$ cat config.mk
export PLATFORM = sky130hd
export DESIGN_NAME = alu_seq_flat
export DESIGN_NICKNAME = d
export VERILOG_FILES = /design/src/rtl/alu_seq_if.sv /design/src/rtl/alu_seq.sv /design/src/flat_wrapper.sv
export SDC_FILE = /design/constraint.sdc
export NUM_CORES = 1
export LEC_CHECK = 0
export BUFFER_PORTS_ARGS = -buffer_cell sky130_fd_sc_hd__buf_4
export CORE_AREA = 2 2 100 102
export DETAILED_ROUTE_END_ITERATION = 7
export DIE_AREA = 0 0 102 104
export MAX_ROUTING_LAYER = met4
export PLACE_DENSITY = 0.75
export SLEW_MARGIN = 20
export SYNTH_ARGS = -nofsm -noshare
export SYNTH_HDL_FRONTEND = slang
export SYNTH_SLANG_ARGS = --single-unit
$ cat constraint.sdc
create_clock -name clk -period 4.3 [get_ports clk]
set_input_delay 0 -clock clk [delete_from_list [all_inputs] [get_ports clk]]
set_output_delay 0 -clock clk [all_outputs]
set_load 0.02 [all_outputs]
$ cat src/rtl/alu_seq_if.sv
// ---------------------------------------------------------------------------
// alu_seq_if -- operation/result bundle for the alu_seq execute-stage ALU.
//
// Signals (directions seen from the ALU, i.e. the slave modport):
//   iStart     in   1         start strobe, accepted only while oBusy=0
//   iOp        in   4         opcode, sampled with iStart
//   iA, iB     in   DATASIZE  operands
//   iFlagLoad  in   1         load flag register from iF
//   iF         in   8         flag value for iFlagLoad
//   oR         out  DATASIZE  result register (product low half for MUL)
//   oRH        out  DATASIZE  product high half, 0 after any non-MUL op
//   oF         out  8         flag register
//   oBusy      out  1         multiply in progress
//   oDone      out  1         one-cycle pulse when oR/oRH/oF were updated
// ---------------------------------------------------------------------------
interface alu_seq_if #(
  parameter int DATASIZE = 8
);
  logic                iStart;
  logic [3:0]          iOp;
  logic [DATASIZE-1:0] iA;
  logic [DATASIZE-1:0] iB;
  logic                iFlagLoad;
  logic [7:0]          iF;
  logic [DATASIZE-1:0] oR;
  logic [DATASIZE-1:0] oRH;
  logic [7:0]          oF;
  logic                oBusy;
  logic                oDone;

  modport master (
    output iStart, iOp, iA, iB, iFlagLoad, iF,
    input  oR, oRH, oF, oBusy, oDone
  );

  modport slave (
    input  iStart, iOp, iA, iB, iFlagLoad, iF,
    output oR, oRH, oF, oBusy, oDone
  );
endinterface

$ cat src/rtl/alu_seq.sv
// ---------------------------------------------------------------------------
// alu_seq -- registered 8085-style flag ALU with a multi-cycle unsigned
// shift-add multiplier.
//
// Ports:
//   clk  in  1  rising-edge clock
//   rst  in  1  synchronous, active-high reset
//   bus  slave modport of alu_seq_if (operands, opcode, flag load, results)
//
// Single-cycle ops register oR/oRH/oF at the accepting edge and pulse oDone
// in the following cycle. MUL (opcode F) latches its operands, performs one
// shift-add step per edge and writes the 2*DATASIZE product at the
// DATASIZE-th edge after acceptance.
// ---------------------------------------------------------------------------
module alu_seq #(
  parameter int DATASIZE = 8,
  parameter int CARRY_F  = 0,
  parameter int PARITY_F = 2,
  parameter int AUXC_F   = 4,
  parameter int ZERO_F   = 6,
  parameter int SIGN_F   = 7
) (
  input  logic     clk,
  input  logic     rst,
  alu_seq_if.slave bus
);

  localparam int W  = DATASIZE;
  localparam int CW = $clog2(DATASIZE + 1);

  // Flag bits 1, 3 and 5 do not exist and always read as 0.
  localparam logic [7:0] FLAG_MASK = 8'b1101_0101;

  typedef enum logic {
    S_IDLE,
    S_MUL
  } state_e;

  localparam logic [3:0] OP_ADD = 4'h0, OP_ADC = 4'h1, OP_SUB = 4'h2,
                         OP_SBB = 4'h3, OP_ANA = 4'h4, OP_XRA = 4'h5,
                         OP_ORA = 4'h6, OP_CMP = 4'h7, OP_INR = 4'h8,
                         OP_DCR = 4'h9, OP_RLC = 4'hA, OP_RRC = 4'hB,
                         OP_RAL = 4'hC, OP_RAR = 4'hD, OP_CMC = 4'hE,
                         OP_MUL = 4'hF;

  state_e         state_q, state_d;
  logic [W-1:0]   r_q, r_d;
  logic [W-1:0]   rh_q, rh_d;
  logic [7:0]     f_q, f_d;
  logic           done_q, done_d;
  logic           busy;

  // Multiplier working registers.
  logic [W-1:0]   mcand_q, mcand_d;
  logic [W-1:0]   prod_hi_q, prod_hi_d;
  logic [W-1:0]   prod_lo_q, prod_lo_d;
  logic [CW-1:0]  cnt_q, cnt_d;

  // Single-cycle ALU result.
  logic [W-1:0]   alu_r;
  logic [7:0]     alu_f;
  logic           alu_wr_r;

  // One shift-add step of the multiplier.
  logic [W:0]     step_sum;
  logic [W-1:0]   step_hi;
  logic [W-1:0]   step_lo;
  logic [7:0]     mul_f;

  logic           mul_last;

  assign mul_last = (state_q == S_MUL) && (cnt_q == CW'(DATASIZE - 1));

  // -------------------------------------------------------------------------
  // FSM: state register
  // -------------------------------------------------------------------------
  // NOTE: sequential state uses non-blocking assignments so every register
  // samples the pre-edge values regardless of statement order.
  always_ff @(posedge clk) begin
    if (rst) state_q <= S_IDLE;
    else     state_q <= state_d;
  end

  // -------------------------------------------------------------------------
  // FSM: next-state logic
  // -------------------------------------------------------------------------
  // NOTE: every combinational output gets a default first so no path leaves
  // it unassigned (which would infer a latch).
  always_comb begin
    state_d = state_q;
    unique case (state_q)
      S_IDLE: if (bus.iStart && (bus.iOp == OP_MUL)) state_d = S_MUL;
      S_MUL:  if (mul_last)                          state_d = S_IDLE;
      default:                                       state_d = S_IDLE;
    endcase
  end

  // -------------------------------------------------------------------------
  // FSM: outputs
  // -------------------------------------------------------------------------
  always_comb begin
    busy = (state_q == S_MUL);
  end

  // -------------------------------------------------------------------------
  // Single-cycle ALU
  // -------------------------------------------------------------------------
  always_comb begin
    logic [W:0] sum_ext;
    logic       cin;
    logic       cy;
    logic       ac;
    logic       upd_zspa;   // op updates Z, S, P and AC

    cin      = f_q[CARRY_F];
    sum_ext  = '0;
    alu_r    = '0;
    cy       = f_q[CARRY_F];
    ac       = f_q[AUXC_F];
    upd_zspa = 1'b1;
    alu_wr_r = 1'b1;

    unique case (bus.iOp)
      OP_ADD, OP_ADC: begin
        sum_ext = {1'b0, bus.iA} + {1'b0, bus.iB}
                + {{W{1'b0}}, (bus.iOp == OP_ADC) & cin};
        alu_r   = sum_ext[W-1:0];
        cy      = sum_ext[W];
        // Carry into bit 4 recovered from the sum: a ^ b ^ s at that bit.
        ac      = sum_ext[4] ^ bus.iA[4] ^ bus.iB[4];
      end
      OP_SUB, OP_CMP: begin
        sum_ext  = {1'b0, bus.iA} - {1'b0, bus.iB};
        alu_r    = sum_ext[W-1:0];
        cy       = sum_ext[W];
        ac       = bus.iA[3:0] < bus.iB[3:0];
        alu_wr_r = (bus.iOp == OP_SUB);
      end
      OP_SBB: begin
        sum_ext = {1'b0, bus.iA} - {1'b0, bus.iB} - {{W{1'b0}}, cin};
        alu_r   = sum_ext[W-1:0];
        cy      = sum_ext[W];
        ac      = {1'b0, bus.iA[3:0]} < ({1'b0, bus.iB[3:0]} + {4'b0, cin});
      end
      OP_ANA: begin
        alu_r = bus.iA & bus.iB;
        cy    = 1'b0;
        ac    = bus.iA[3] | bus.iB[3];
      end
      OP_XRA: begin
        alu_r = bus.iA ^ bus.iB;
        cy    = 1'b0;
        ac    = 1'b0;
      end
      OP_ORA: begin
        alu_r = bus.iA | bus.iB;
        cy    = 1'b0;
        ac    = 1'b0;
      end
      OP_INR: begin
        alu_r = bus.iA + W'(1);
        ac    = (bus.iA[3:0] == 4'hF);
      end
      OP_DCR: begin
        alu_r = bus.iA - W'(1);
        ac    = (bus.iA[3:0] == 4'h0);
      end
      OP_RLC: begin
        alu_r    = {bus.iA[W-2:0], bus.iA[W-1]};
        cy       = bus.iA[W-1];
        upd_zspa = 1'b0;
      end
      OP_RRC: begin
        alu_r    = {bus.iA[0], bus.iA[W-1:1]};
        cy       = bus.iA[0];
        upd_zspa = 1'b0;
      end
      OP_RAL: begin
        alu_r    = {bus.iA[W-2:0], cin};
        cy       = bus.iA[W-1];
        upd_zspa = 1'b0;
      end
      OP_RAR: begin
        alu_r    = {cin, bus.iA[W-1:1]};
        cy       = bus.iA[0];
        upd_zspa = 1'b0;
      end
      OP_CMC: begin
        cy       = ~cin;
        upd_zspa = 1'b0;
        alu_wr_r = 1'b0;
      end
      default: begin
        // MUL is handled by the multi-cycle path.
        upd_zspa = 1'b0;
        alu_wr_r = 1'b0;
      end
    endcase

    alu_f          = f_q;
    alu_f[CARRY_F] = cy;
    if (upd_zspa) begin
      alu_f[ZERO_F]   = (alu_r == '0);
      alu_f[SIGN_F]   = alu_r[W-1];
      alu_f[PARITY_F] = ~^alu_r;
      alu_f[AUXC_F]   = ac;
    end
    alu_f = alu_f & FLAG_MASK;
  end

  // -------------------------------------------------------------------------
  // Multiplier step: add the multiplicand when the multiplier LSB is set,
  // then shift {hi, lo} right by one. After DATASIZE steps {hi, lo} holds
  // the full product and the multiplier bits have all been consumed.
  // -------------------------------------------------------------------------
  always_comb begin
    step_sum = {1'b0, prod_hi_q} + (prod_lo_q[0] ? {1'b0, mcand_q} : '0);
    step_hi  = step_sum[W:1];
    step_lo  = {step_sum[0], prod_lo_q[W-1:1]};

    mul_f           = 8'h00;
    mul_f[ZERO_F]   = ({step_hi, step_lo} == '0);
    mul_f[CARRY_F]  = (step_hi != '0);
    mul_f[SIGN_F]   = step_hi[W-1];
    mul_f[PARITY_F] = ~^step_lo;
    mul_f           = mul_f & FLAG_MASK;
  end

  // -------------------------------------------------------------------------
  // Datapath next-state
  // -------------------------------------------------------------------------
  always_comb begin
    r_d       = r_q;
    rh_d      = rh_q;
    f_d       = f_q;
    done_d    = 1'b0;
    mcand_d   = mcand_q;
    prod_hi_d = prod_hi_q;
    prod_lo_d = prod_lo_q;
    cnt_d     = cnt_q;

    if (state_q == S_IDLE) begin
      if (bus.iStart) begin
        if (bus.iOp == OP_MUL) begin
          mcand_d   = bus.iA;
          prod_hi_d = '0;
          prod_lo_d = bus.iB;
          cnt_d     = '0;
        end else begin
          if (alu_wr_r) r_d = alu_r;
          rh_d   = '0;
          f_d    = alu_f;
          done_d = 1'b1;
        end
      end else if (bus.iFlagLoad) begin
        f_d = bus.iF & FLAG_MASK;
      end
    end else begin
      prod_hi_d = step_hi;
      prod_lo_d = step_lo;
      cnt_d     = cnt_q + CW'(1);
      if (mul_last) begin
        r_d    = step_lo;
        rh_d   = step_hi;
        f_d    = mul_f;
        done_d = 1'b1;
      end
    end
  end

  // Architecturally visible registers.
  always_ff @(posedge clk) begin
    if (rst) begin
      r_q    <= '0;
      rh_q   <= '0;
      f_q    <= '0;
      done_q <= 1'b0;
    end else begin
      r_q    <= r_d;
      rh_q   <= rh_d;
      f_q    <= f_d;
      done_q <= done_d;
    end
  end

  // NOTE: the multiplier working registers need no reset; they are always
  // loaded at MUL acceptance before any step reads them.
  always_ff @(posedge clk) begin
    mcand_q   <= mcand_d;
    prod_hi_q <= prod_hi_d;
    prod_lo_q <= prod_lo_d;
    cnt_q     <= cnt_d;
  end

  assign bus.oR    = r_q;
  assign bus.oRH   = rh_q;
  assign bus.oF    = f_q;
  assign bus.oBusy = busy;
  assign bus.oDone = done_q;

endmodule

$ cat src/flat_wrapper.sv
// flat-port wrapper written by rule: the top's interface ports become plain ports
module alu_seq_flat 
#(
  parameter int DATASIZE = 8,
  parameter int CARRY_F  = 0,
  parameter int PARITY_F = 2,
  parameter int AUXC_F   = 4,
  parameter int ZERO_F   = 6,
  parameter int SIGN_F   = 7
)
  (clk, rst, bus_iStart, bus_iOp, bus_iA, bus_iB, bus_iFlagLoad, bus_iF, bus_oR, bus_oRH, bus_oF, bus_oBusy, bus_oDone);
  alu_seq_if #(.DATASIZE(DATASIZE)) bus_i ();
  input  logic clk;
  input  logic rst;
  input wire logic [$bits(bus_i.iStart)-1:0] bus_iStart;
  input wire logic [$bits(bus_i.iOp)-1:0] bus_iOp;
  input wire logic [$bits(bus_i.iA)-1:0] bus_iA;
  input wire logic [$bits(bus_i.iB)-1:0] bus_iB;
  input wire logic [$bits(bus_i.iFlagLoad)-1:0] bus_iFlagLoad;
  input wire logic [$bits(bus_i.iF)-1:0] bus_iF;
  output wire logic [$bits(bus_i.oR)-1:0] bus_oR;
  output wire logic [$bits(bus_i.oRH)-1:0] bus_oRH;
  output wire logic [$bits(bus_i.oF)-1:0] bus_oF;
  output wire logic [$bits(bus_i.oBusy)-1:0] bus_oBusy;
  output wire logic [$bits(bus_i.oDone)-1:0] bus_oDone;
  assign bus_i.iStart = bus_iStart;
  assign bus_i.iOp = bus_iOp;
  assign bus_i.iA = bus_iA;
  assign bus_i.iB = bus_iB;
  assign bus_i.iFlagLoad = bus_iFlagLoad;
  assign bus_i.iF = bus_iF;
  assign bus_oR = bus_i.oR;
  assign bus_oRH = bus_i.oRH;
  assign bus_oF = bus_i.oF;
  assign bus_oBusy = bus_i.oBusy;
  assign bus_oDone = bus_i.oDone;
  alu_seq #(.DATASIZE(DATASIZE), .CARRY_F(CARRY_F), .PARITY_F(PARITY_F), .AUXC_F(AUXC_F), .ZERO_F(ZERO_F), .SIGN_F(SIGN_F)) u_core (.clk(clk), .rst(rst), .bus(bus_i));
endmodule
==> summary.txt, run 1 <==
Outcome
  • Outcome: finished, final reports clean

STA
  • Final Slew Violations: 0
  • Unrepaired setup endpoints after global routing: false
  • Final setup TNS: 0 ps
  • Worst rel slew slack: 34.0%
  • Period utilization: 92.5%
  • Max Fclk: 251 MHz
  • Hold Violations, Final: 0
  • Worst-Margin Slew: 982 ps
  • Skew final: 7.33 ps
  • Final Critical Period: 3980 ps
  • Final setup fails: 0

Global route
  • All-layer global routing usage: 26.3%
  • Vias in the first global route: 4278
  • First-pass GRT wire length: 21.7 mm
  • Grt total ovfl: 0
  • Initial antenna violation count: 0
  • Largest net degree at the start of global routing: 30

CTS
  • CTS H-tree depth: 2
  • CTS Sinks: 51
  • CTS tree: built
  • TritonCTS buffer count: 5
  • Clk pin slew, worst setup/hold paths: 100 ps
  • CTS root buf: clkbuf_8
  • Longest Clk Path Bufs: 2
  • Clk_lat worst skew: 310 ps

Yosys
  • Sequential-to-total area share from yosys stat: 27.1%
  • Synth Warn #: 0
  • Synth unique cells: 71
  • Mux cell area share after synthesis: 1.70%
  • Compound-cell area share of the yosys netlist: 20.9%
  • Yosys reg bits: 51
  • Synth Area in Simple Gates: 20.4%
  • Cells after Synth: 558
  • Synth Area in XOR/XNOR: 7.67%
  • Ys async rst share: 0%
  • Combinational family with the most area after synthesis: compound AO/OA/AOI/OAI gates
  • Top FF cell, synth: edfxtp_1
  • Mapped cell area: 4790 sq um
  • Mean Syn Cell Area: 8.59 sq um
  • Post-synth EDFFs: 28
  • Post-synthesis adder-cell area fraction: 16.2%

Worst setup path
  • Worst Setup Start Kind: primary input
  • CP required: 4480 ps
  • Critical path type: in -> reg
  • WP data arrival: 4160 ps
  • Worst-path fanout max: 11
  • CP endpoint kind: flip-flop

Layout
  • Layout fillers: 886
  • Layout cell share with drive strength beyond 1: 14.5%
  • Synthesis-to-layout area growth: 14.0%
  • Nets: 697
  • Fin area: 5470 sq um
  • Post-layout util: 57.3%
  • ANT cells: 0
  • Commonest non-fill, non-tap cells in the layout: 60 x buf_4, 54 x ha_1, 46 x nor2_1, 43 x a21oi_1, 36 x inv_1
  • Most common cell after layout, fill and taps aside: buf_4

Floorplan
  • Starting density of the core: 50.2%
  • Die width: 102 um
  • Row count: 36
  • I/O Pins: 58
  • Area of the die: 10600 sq um
  • Vert. Die Dim: 104 um
  • Core area: 9550 sq um

Route
  • Antenna Nets Post-Route: 0
  • DR pass1 iterations: 5
  • Residual DRC count: 0
  • Drt wl/cell: 18.2 um
  • Overall routed net length: 13.5 mm
  • Via count: 4373
  • Initial drt markers: 278
  • Vias per cell: 5.91

Placement
  • Port Buffers: 51
  • RD Place Congestion: 0.969
  • Area after DPL: 5280 sq um
  • HPWL after detailed placement: 10.5 mm

Power and ir drop
  • Leakage: 2.37 nW
  • PD cells: 249 nW/um^2
  • Design Power: 0.00136 W
  • Worst vdd ir: 126 uV

Hold path
  • Hold Path Class: in -> reg

Job
  • Max Cap Viol: 0
-- registers in the layout, summed over array words and instances (netlist names) --
register	flops
u_core.bus.oRH	8
u_core.bus.oR	8
u_core.mcand_q	8
u_core.prod_hi_q	8
u_core.prod_lo_q	8
u_core.bus.oF	5
u_core.cnt_q	4
u_core.bus.oBusy	1
u_core.bus.oDone	1
-- area by class of cell --
cell class                 instances  area, sq um  share of cell area, %
clock buffer                       5         68.8                   1.26
tap                              133          166                   3.04
inverter                          36          135                   2.47
timing repair buffer              68          531                   9.70
multi-input combinational        444         3240                   59.2
sequential                        51         1300                   23.8
clock inverter                     3         28.8                  0.526
-- through the flow --
step / instances / hold WS [ps] / setup WS [ps]
after floorplan: 560 / 98.5 / 407
after global placement: 724 / 269 / 329
after detailed placement: 724 / 270 / 277
after CTS: 740 / 18.3 / 318
after global routing: 740 / 24.7 / 64.5
final: 740 / 32.5 / 323
-- cell usage after synthesis, drive strengths merged (9+ instances only) --
cell type / instances / share of area, %
edfxtp: 28 / 18
inv: 36 / 2.8
nand2: 28 / 2.2
nor3: 11 / 1.1
ha: 54 / 14
dfxtp: 23 / 9.6
clkbuf: 18 / 1.4
a22oi: 12 / 1.9
a21oi: 44 / 4.6
nand2b: 14 / 1.8
a21o: 9 / 1.4
xor2: 15 / 2.7
nor2b: 9 / 1.2
o21ai: 36 / 3.8
nand3: 9 / 1.0
buf: 11 / 1.6
nor2: 46 / 3.6
and2: 19 / 2.5
xnor2: 27 / 4.9
-- timing repair --
| item | in CTS | in global routing |
|---|---|---|
| endpoints found under the hold margin | 8 | 0 |
| resized for setup | 0 | 2 |
| setup buffers | 0 | 0 |
| endpoints found under the setup margin | 0 | 1 |
| hold buffers | 8 | 0 |
-- layer usage --
metal	track usage, %	share of wire [%]	vias to the layer above
li1	-	-	2091
met3	2.76	4.4	34
met5	-	0	-
met2	43.3	50	154
met4	10.3	2.9	0
met1	32.9	42	2094
-- cells by family after synthesis --
family          count (synthesis)
buf+inv                        65
simple gates                  180
other cells                     1
compound gates                152
flops                          51
mux                             8
fa+ha+maj                      59
xor+xnor                       42
-- worst paths after layout --
kind | endpoint | cells after the start | start | slack, ps
worst max register to register | u_core.bus.oF[2]$_SDFFE_PP0P_ | 18 | u_core.bus.oF[0]$_SDFFE_PP0P_ | 420
worst min-delay path | u_core.bus.oR[0]$_SDFFE_PP0P_ | 2 | rst | 30
worst min register to register | u_core.bus.oRH[7]$_SDFFE_PP0P_ | 2 | u_core.bus.oRH[7]$_SDFFE_PP0P_ | 470
worst max-delay path | u_core.bus.oF[2]$_SDFFE_PP0P_ | 20 | bus_iA[0] | 320
-- critical path: stages --
cell	delay [ps]
dlygate4sd3_1	530
buf_4	190
inv_1	120
ha_1	230
fa_1	410
o21ba_2	250
o21bai_1	300
xnor2_2	220
and3_1	260
nand3_1	120
xor2_1	190
o211a_1	270
ha_1	300
xor2_1	170
xnor2_1	150
nor2_1	60
a21oi_1	130
nor2_1	50
a21oi_1	150
a21oi_1	80
-- power by group --
part           switching, W  leakage (nW)  total, W  internal, W
sequential        0.0000117         0.445  0.000544     0.000532
clock              0.000180        0.0502  0.000301     0.000121
combinational      0.000298          1.88  0.000515     0.000217
total              0.000490          2.37   0.00136     0.000870
Note: power is estimated with default switching activity, not from simulation.
==> inputs of run 2 (changes only) <==
--- a/config.mk
+++ b/config.mk
@@ -5,12 +5,14 @@
 export SDC_FILE = /design/constraint.sdc
 export NUM_CORES = 1
 export LEC_CHECK = 0
+export ABC_AREA = 1
 export BUFFER_PORTS_ARGS = -buffer_cell sky130_fd_sc_hd__buf_4
-export CORE_AREA = 2 2 100 102
+export CORE_AREA = 2 2 101 103
+export CTS_BUF_LIST = sky130_fd_sc_hd__clkbuf_4 sky130_fd_sc_hd__clkbuf_8
 export DETAILED_ROUTE_END_ITERATION = 7
-export DIE_AREA = 0 0 102 104
+export DIE_AREA = 0 0 103 105
 export MAX_ROUTING_LAYER = met4
-export PLACE_DENSITY = 0.75
+export PLACE_DENSITY = 0.74
 export SLEW_MARGIN = 20
 export SYNTH_ARGS = -nofsm -noshare
 export SYNTH_HDL_FRONTEND = slang
==> run 2 against run 1 <==
Against the previous run: critical path depth stayed put; count of clock-buffer cells in the layout stayed put; sequential power hardly changed; critical endpoint unchanged; largest power group unchanged.
==> summary.txt, run 2 <==
Global route
  • Grt total ovfl: 0 (unchanged)
  • Vias in the first global route: 4577 (was 4278)
  • First-pass GRT wire length: 23.8 mm (was 21.7 mm)
  • Initial antenna violation count: 0 (unchanged)
  • Largest net degree at the start of global routing: 30 (unchanged)
  • All-layer global routing usage: 29.2% (was 26.3%)

Layout
  • Layout cell share with drive strength beyond 1: 14.8% (was 14.5%)
  • Post-layout util: 57.7% (was 57.3%)
  • Nets: 831 (was 697)
  • ANT cells: 0 (unchanged)
  • Synthesis-to-layout area growth: 15.1% (was 14.0%)
  • Sequential cell area: 1300 sq um (unchanged)
  • Commonest non-fill, non-tap cells in the layout: 139 x nand2_1, 103 x inv_1, 55 x buf_4, 54 x ha_1, 49 x nor2_1 (was 60 x buf_4, 54 x ha_1, 46 x nor2_1, 43 x a21oi_1, 36 x inv_1)
  • Layout fillers: 935 (was 886)
  • Area taken by multi-input logic gates: 3010 sq um (was 3240 sq um)
  • Most common cell after layout, fill and taps aside: nand2_1 (was buf_4)

CTS
  • TritonCTS buffer count: 5 (unchanged)
  • CTS H-tree depth: 2 (unchanged)
  • CTS Sinks: 51 (unchanged)
  • Post-cts sizing count: 0 (unchanged)
  • CTS root buf: clkbuf_8 (unchanged)
  • Clk pin slew, worst setup/hold paths: 100 ps (about the same)
  • CTS tree: built (unchanged)
  • Post-CTS Setup Repair Bufs: 0 (unchanged)
  • Longest Clk Path Bufs: 2 (unchanged)
  • Clk_lat worst skew: 320 ps (was 310 ps)

Worst setup path
  • CP required: 4530 ps (was 4480 ps)
  • Worst r2r path cells: 20 (was 18)
  • Worst-path fanout max: 3 (was 11)
  • Critical path type: reg -> reg (was in -> reg)
  • CP endpoint kind: flip-flop (unchanged)
  • RR Startpoint: u_core.bus.oF[0]$_SDFFE_PP0P_ (unchanged)
  • R2R Setup Slk: 770 ps (was 420 ps)
  • Worst Setup Start Kind: flip-flop (was primary input)
  • Reg-to-Reg End: u_core.bus.oF[2]$_SDFFE_PP0P_ (unchanged)
  • WP data arrival: 3760 ps (was 4160 ps)

Placement
  • HPWL after detailed placement: 11.9 mm (was 10.5 mm)
  • Port Buffers: 51 (unchanged)
  • Setup slack at placement: 944 ps (was 277 ps)
  • RD Place Congestion: 0.965 (was 0.969)

STA
  • Skew final: 14.9 ps (was 7.33 ps)
  • Final setup TNS: 0 ps (unchanged)
  • Hold Violations, Final: 0 (unchanged)
  • Unrepaired setup endpoints after global routing: false (unchanged)
  • Worst rel slew slack: 56.4% (was 34.0%)
  • Final Slew Violations: 0 (unchanged)
  • Worst-Margin Slew: 653 ps (was 982 ps)
  • Period utilization: 82.1% (was 92.5%)
  • Fin worst setup slack: 769 ps (was 323 ps)
  • Final Critical Period: 3530 ps (was 3980 ps)
  • Worst Hold Margin: 10.2 ps (was 32.5 ps)
  • Final setup fails: 0 (unchanged)
  • Max Fclk: 283 MHz (was 251 MHz)

Yosys
  • Compound-cell area share of the yosys netlist: 16.5% (was 20.9%)
  • Post-synth EDFFs: 28 (unchanged)
  • Synth top area cells: edfxtp_1 17%, ha_1 14%, nand2_1 11%, dfxtp_1 9.5%, inv_1 8.0% (was edfxtp_1 18%, ha_1 14%, dfxtp_1 9.6%, xnor2_1 4.9%, a21oi_1 4.6%)
  • Mapped cell area: 4840 sq um (was 4790 sq um)
  • Yosys reg bits: 51 (unchanged)
  • Synth unique cells: 47 (was 71)
  • Synth Area in XOR/XNOR: 3.80% (was 7.67%)
  • Biggest area consumer among synthesized cells: edfxtp_1 (unchanged)
  • Area share of the largest cell type after synthesis: 17.4% (was 17.5%)
  • Count leader, synth: nand2_1 (was ha_1)
  • Mean Syn Cell Area: 7.13 sq um (was 8.59 sq um)
  • Mux cell area share after synthesis: 0% (was 1.70%)
  • Cells after Synth: 679 (was 558)
  • Synth top cells by count: 139 x nand2_1, 103 x inv_1, 54 x ha_1 (was 54 x ha_1, 46 x nor2_1, 44 x a21oi_1)
  • Post-synthesis adder-cell area fraction: 16.0% (was 16.2%)
  • Sequential-to-total area share from yosys stat: 26.9% (was 27.1%)
  • Synth Warn #: 0 (unchanged)
  • Top FF cell, synth: edfxtp_1 (unchanged)
  • Ys async rst share: 0% (unchanged)
  • Combinational family with the most area after synthesis: simple AND/OR/NAND/NOR gates (was compound AO/OA/AOI/OAI gates)
  • Synth Area in Simple Gates: 25.7% (was 20.4%)

Power and ir drop
  • Design Power: 0.00137 W (was 0.00136 W)
  • PD cells: 245 nW/um^2 (was 249 nW/um^2)
  • Worst vdd ir: 180 uV (was 126 uV)
  • Leakage: 2.70 nW (was 2.37 nW)

Hold path
  • Worst Hold Endpoint: u_core.bus.oF[7]$_SDFFE_PP0P_ (was u_core.bus.oR[0]$_SDFFE_PP0P_)
  • Min-delay src: bus_iF[7] (was rst)
  • Hold Path Class: in -> reg (unchanged)
  • Hold depth: 3 (was 2)

Route
  • Antenna Nets Post-Route: 0 (unchanged)
  • Via count: 4798 (was 4373)
  • Initial drt markers: 288 (was 278)
  • Drt wl/cell: 17.1 um (was 18.2 um)
  • Vias per cell: 5.49 (was 5.91)
  • DR pass1 iterations: 5 (unchanged)
  • Residual DRC count: 0 (unchanged)
  • Overall routed net length: 15.0 mm (was 13.5 mm)

Floorplan
  • Core area: 9640 sq um (was 9550 sq um)
  • Area of the die: 10800 sq um (was 10600 sq um)
  • I/O Pins: 58 (unchanged)
  • Vert. Die Dim: 105 um (was 104 um)
  • Row count: 36 (unchanged)
  • Die width: 103 um (was 102 um)
  • Starting density of the core: 50.2% (about the same)

Job
  • Max Cap Viol: 0 (unchanged)

Outcome
  • Outcome: finished, final reports clean (unchanged)
## run 2: cell count changes after synthesis, moves of 13 or more
cell / previous run / this run
and2_1: 19 / 1
clkbuf_1: 18 / 5
inv_1: 36 / 103
inv_2: 0 / 17
nand2_1: 28 / 139
nand2b_1: 14 / 0
nand3_1: 8 / 32
xnor2_1: 27 / 7
## run 2: area by class of cell
cell class,count,share of cell area [%]
clock buffers,5,1.24
multi-input cells,496,54.1
inverters,120,8.09
well taps,133,2.99
flip-flops and latches,51,23.4
clock inverters,3,0.832
repair buffers,66,9.40
## run 2: how the worst max path moves through the flow
stage                                        startpoint                       endpoint
after detailed placement  u_core.bus.oF[0]$_SDFFE_PP0P_  u_core.bus.oF[2]$_SDFFE_PP0P_
after global routing      u_core.bus.oF[0]$_SDFFE_PP0P_  u_core.bus.oF[2]$_SDFFE_PP0P_
after CTS                 u_core.bus.oF[0]$_SDFFE_PP0P_  u_core.bus.oF[2]$_SDFFE_PP0P_
after global placement    u_core.bus.oF[0]$_SDFFE_PP0P_  u_core.bus.oF[2]$_SDFFE_PP0P_
after floorplan           u_core.bus.oF[0]$_SDFFE_PP0P_  u_core.bus.oF[2]$_SDFFE_PP0P_
final                     u_core.bus.oF[0]$_SDFFE_PP0P_  u_core.bus.oF[2]$_SDFFE_PP0P_
## run 2: per-layer routing
layer | part of all wire (%) | up-vias | track usage (%)
met5 | 0 | - | -
li1 | - | 2372 | -
met3 | 5.6 | 14 | 2.27
met2 | 49 | 185 | 47.2
met4 | 1.3 | 0 | 6.02
met1 | 44 | 2227 | 39.9
## run 2: kinds of logic after synthesis
family | count (synthesis)
DFF | 51
and+or+nand+nor | 275
AOI/OAI and AO/OA | 138
other | 1
xor gates and xnor gates | 21
buffers and inverters | 134
adders and majority gates | 59
## run 2: power by group
part           switching, W  leakage [nW]  total, W  internal, W
clock network      0.000170        0.0548  0.000345     0.000175
logic              0.000306          2.20  0.000476     0.000171
registers         0.0000106         0.446  0.000544     0.000533
## run 2: repair_timing
action / 4_1_cts / 5_1_grt
hold endpoints to repair: 21 / 0
endpoints found under the setup margin: 0 / 0
hold buffers: 11 / 0
## run 2: critical path, stage by stage, from the launching register on
cell	delay (ps)
dfxtp_1	360
inv_1	70
nor3_1	490
fa_1	350
fa_1	240
nand3_1	90
nand3_1	150
nand2_1	70
nand2_1	70
a21oi_1	60
or2_1	210
nand3_1	70
nand3_1	70
nor2_1	100
nand2_1	130
inv_1	90
ha_1	230
xnor2_1	140
a21oi_1	130
o21ai_0	110
a41oi_1	190
## run 2: through the flow
| stage | std cells | cell area [sq um] |
|---|---|---|
| after global placement | 855 | 5340 |
| after detailed placement | 855 | 5340 |
| after floorplan | 681 | 4850 |
| after global routing | 874 | 5570 |
| final | 874 | 5570 |
| after CTS | 874 | 5570 |
==> inputs of run 3 (changes only) <==
==> constraint.sdc (replaced) <==
create_clock -name clk -period 3.35 [get_ports clk]
set_input_delay 0 -clock clk [delete_from_list [all_inputs] [get_ports clk]]
set_output_delay 0 -clock clk [all_outputs]
set_load 0.02 [all_outputs]
==> run 3 against run 2 <==
Against the previous run: die area unchanged; setup slack got worse by 570 ps; critical endpoint unchanged; critical path depth decreased by 1; critical path type is now in -> reg; highest routed layer unchanged; final cell count increased by 1.3%; sequential share of layout area decreased by 0.72 points; worst hold slack improved by 15 ps; final area increased by 3.2%; largest cell class unchanged.
==> summary.txt, run 3 (same netlist as run 2, synthesis figures left out) <==
Layout
  • Synthesis-to-layout area growth: 18.7% (was 15.1%)
  • Commonest non-fill, non-tap cells in the layout: 137 x nand2_1, 102 x inv_1, 64 x buf_4, 50 x ha_1, 48 x nor2_1 (was 139 x nand2_1, 103 x inv_1, 55 x buf_4, 54 x ha_1, 49 x nor2_1)
  • Layout cell share with drive strength beyond 1: 17.8% (was 14.8%)
  • Sequential cell area: 1300 sq um (unchanged)
  • Nets: 842 (was 831)
  • Fin area: 5740 sq um (was 5570 sq um)
  • Most common cell after layout, fill and taps aside: nand2_1 (unchanged)
  • Area taken by multi-input logic gates: 3090 sq um (was 3010 sq um)
  • ANT cells: 0 (unchanged)
  • Layout fillers: 900 (was 935)

Floorplan
  • Starting density of the core: 50.2% (unchanged)
  • Core area: 9640 sq um (unchanged)
  • Area of the die: 10800 sq um (unchanged)
  • Die width: 103 um (unchanged)
  • Vert. Die Dim: 105 um (unchanged)
  • Row count: 36 (unchanged)
  • I/O Pins: 58 (unchanged)

Global route
  • Vias in the first global route: 4587 (was 4577)
  • Grt total ovfl: 0 (unchanged)
  • Initial antenna violation count: 0 (unchanged)
  • Largest net degree at the start of global routing: 30 (unchanged)
  • First-pass GRT wire length: 23.7 mm (was 23.8 mm)
  • All-layer global routing usage: 29.2% (about the same)

Route
  • Vias per cell: 5.61 (was 5.49)
  • Initial drt markers: 385 (was 288)
  • Drt wl/cell: 17.1 um (about the same)
  • Residual DRC count: 0 (unchanged)
  • Via count: 4963 (was 4798)
  • Overall routed net length: 15.2 mm (was 15.0 mm)
  • DR pass1 iterations: 5 (unchanged)
  • Antenna Nets Post-Route: 0 (unchanged)

CTS
  • CTS root buf: clkbuf_8 (unchanged)
  • TritonCTS buffer count: 5 (unchanged)
  • Clk_lat worst skew: 320 ps (about the same)
  • CTS H-tree depth: 2 (unchanged)
  • Clk pin slew, worst setup/hold paths: 90 ps (was 100 ps)
  • Longest Clk Path Bufs: 2 (unchanged)
  • CTS tree: built (unchanged)
  • CTS Sinks: 51 (unchanged)

Worst setup path
  • Worst-path fanout max: 4 (was 3)
  • Worst r2r path cells: 15 (was 20)
  • CP Capture Point: u_core.bus.oF[2]$_SDFFE_PP0P_ (unchanged)
  • CP required: 3540 ps (was 4530 ps)
  • RR Startpoint: u_core.bus.oF[0]$_SDFFE_PP0P_ (unchanged)
  • Critical path origin: bus_iA[0] (was u_core.bus.oF[0]$_SDFFE_PP0P_)
  • WP data arrival: 3340 ps (was 3760 ps)
  • Critical path type: in -> reg (was reg -> reg)
  • CP endpoint kind: flip-flop (unchanged)
  • Worst Setup Start Kind: primary input (was flip-flop)
  • Reg-to-Reg End: u_core.bus.oF[2]$_SDFFE_PP0P_ (unchanged)
  • R2R Setup Slk: 260 ps (was 770 ps)

STA
  • Final Slew Violations: 0 (unchanged)
  • Hold Violations, Final: 0 (unchanged)
  • Unrepaired setup endpoints after global routing: false (unchanged)
  • Period utilization: 93.9%
  • Final Critical Period: 3150 ps
  • Worst rel slew slack: 50.5% (was 56.4%)
  • Final setup fails: 0 (unchanged)
  • Skew final: 10.6 ps (was 14.9 ps)
  • Worst-Margin Slew: 740 ps (was 653 ps)
  • Max Fclk: 318 MHz
  • Final setup TNS: 0 ps (unchanged)

Power and ir drop
  • Combinational share of power: 36.3% (was 34.9%)
  • Switching share of total power: 35.6% (about the same)
  • Flop pwr share: 38.0% (was 39.8%)
  • PD cells: 320 nW/um^2 (was 245 nW/um^2)
  • Worst vdd ir: 158 uV (was 180 uV)
  • Clock share of power: 25.7% (was 25.3%)
  • Net Sw Power: 0.000654 W (was 0.000486 W)
  • Internal: 0.00118 W (was 0.000879 W)
  • Leakage: 2.77 nW (was 2.70 nW)

Placement
  • RD Place Congestion: 1.00 (was 0.965)
  • HPWL after detailed placement: 11.9 mm (about the same)
  • Area after DPL: 5370 sq um (was 5340 sq um)
  • Port Buffers: 51 (unchanged)

Hold path
  • Hold Path Class: in -> reg (unchanged)

Job
  • Max Cap Viol: 0 (unchanged)

Outcome
  • Outcome: finished, final reports clean (unchanged)
## run 3: layout make-up
type	count	area share, %
well taps	133	2.90
inverters	120	7.84
flip-flops and latches	51	22.7
clock buffers	6	1.44
clock inverters	2	0.675
multi-input cells	496	53.8
repair buffers	77	10.7
## run 3: what timing repair did
item                                    4_1_cts  5_1_grt
setup buffers                                 0        6
gates resized for setup                       0       20
endpoints found under the setup margin        0        1
hold endpoints to repair                     22        0
hold buffers                                 12        0
## run 3: stage by stage
| step | power (W) | hold WS, ps | instances | utilization, % | setup slack, ps |
|---|---|---|---|---|---|
| floorplan | 0.00111 | 69.1 | 681 | - | 324 |
| global placement | 0.00130 | 264 | 859 | 55.7 | 188 |
| detailed placement | 0.00131 | 264 | 859 | 55.7 | 100 |
| CTS | 0.00178 | 13.8 | 879 | 58.2 | 68.4 |
| global route | 0.00193 | 29.8 | 885 | 59.6 | 25.2 |
| finish | 0.00184 | 25.0 | 885 | 59.6 | 204 |
## run 3: how the worst min path moves through the flow
| stage | depth (start not counted) | end | from |
|---|---|---|---|
| final | 3 | u_core.bus.oF[2]$_SDFFE_PP0P_ | bus_iF[2] |
| after global routing | 3 | u_core.bus.oF[2]$_SDFFE_PP0P_ | bus_iF[2] |
| after CTS | 3 | u_core.bus.oF[2]$_SDFFE_PP0P_ | bus_iF[2] |
| after detailed placement | 1 | u_core.mcand_q[7]$_DFFE_PP_ | bus_iA[7] |
| after global placement | 1 | u_core.mcand_q[7]$_DFFE_PP_ | bus_iA[7] |
| after floorplan | 1 | u_core.bus.oRH[1]$_SDFFE_PP0P_ | rst |
## run 3: power by group through the flow
stage,registers (W),logic [W],clock network (W)
4_1_cts,0.000697,0.000610,0.000470
3_5_place_dp,0.000712,0.000596,0
3_3_place_gp,0.000711,0.000586,0
5_1_grt,0.000701,0.000735,0.000496
2_1_floorplan,0.000734,0.000375,0
6_report,0.000698,0.000666,0.000471
## run 3: routing by layer
layer / GRT usage, % / share of wire [%]
met3: 2.41 / 6.7
met2: 44.3 / 46
met5: - / 0
met4: 9.59 / 2.9
met1: 40.9 / 44
## run 3: worst max-delay path, stage by stage
cell and delay [ps]:
dlygate4sd3_1 570, buf_6 120, inv_1 60, ha_1 220, fa_2 610, ha_2 190
inv_1 60, nor2_4 130, nand3_4 110, nor2_4 130, xor2_1 140, nand2_1 90
nand2_2 110, inv_1 90, ha_4 250, xnor2_2 150, a21oi_1 90, o21ai_1 100
a41oi_2 100
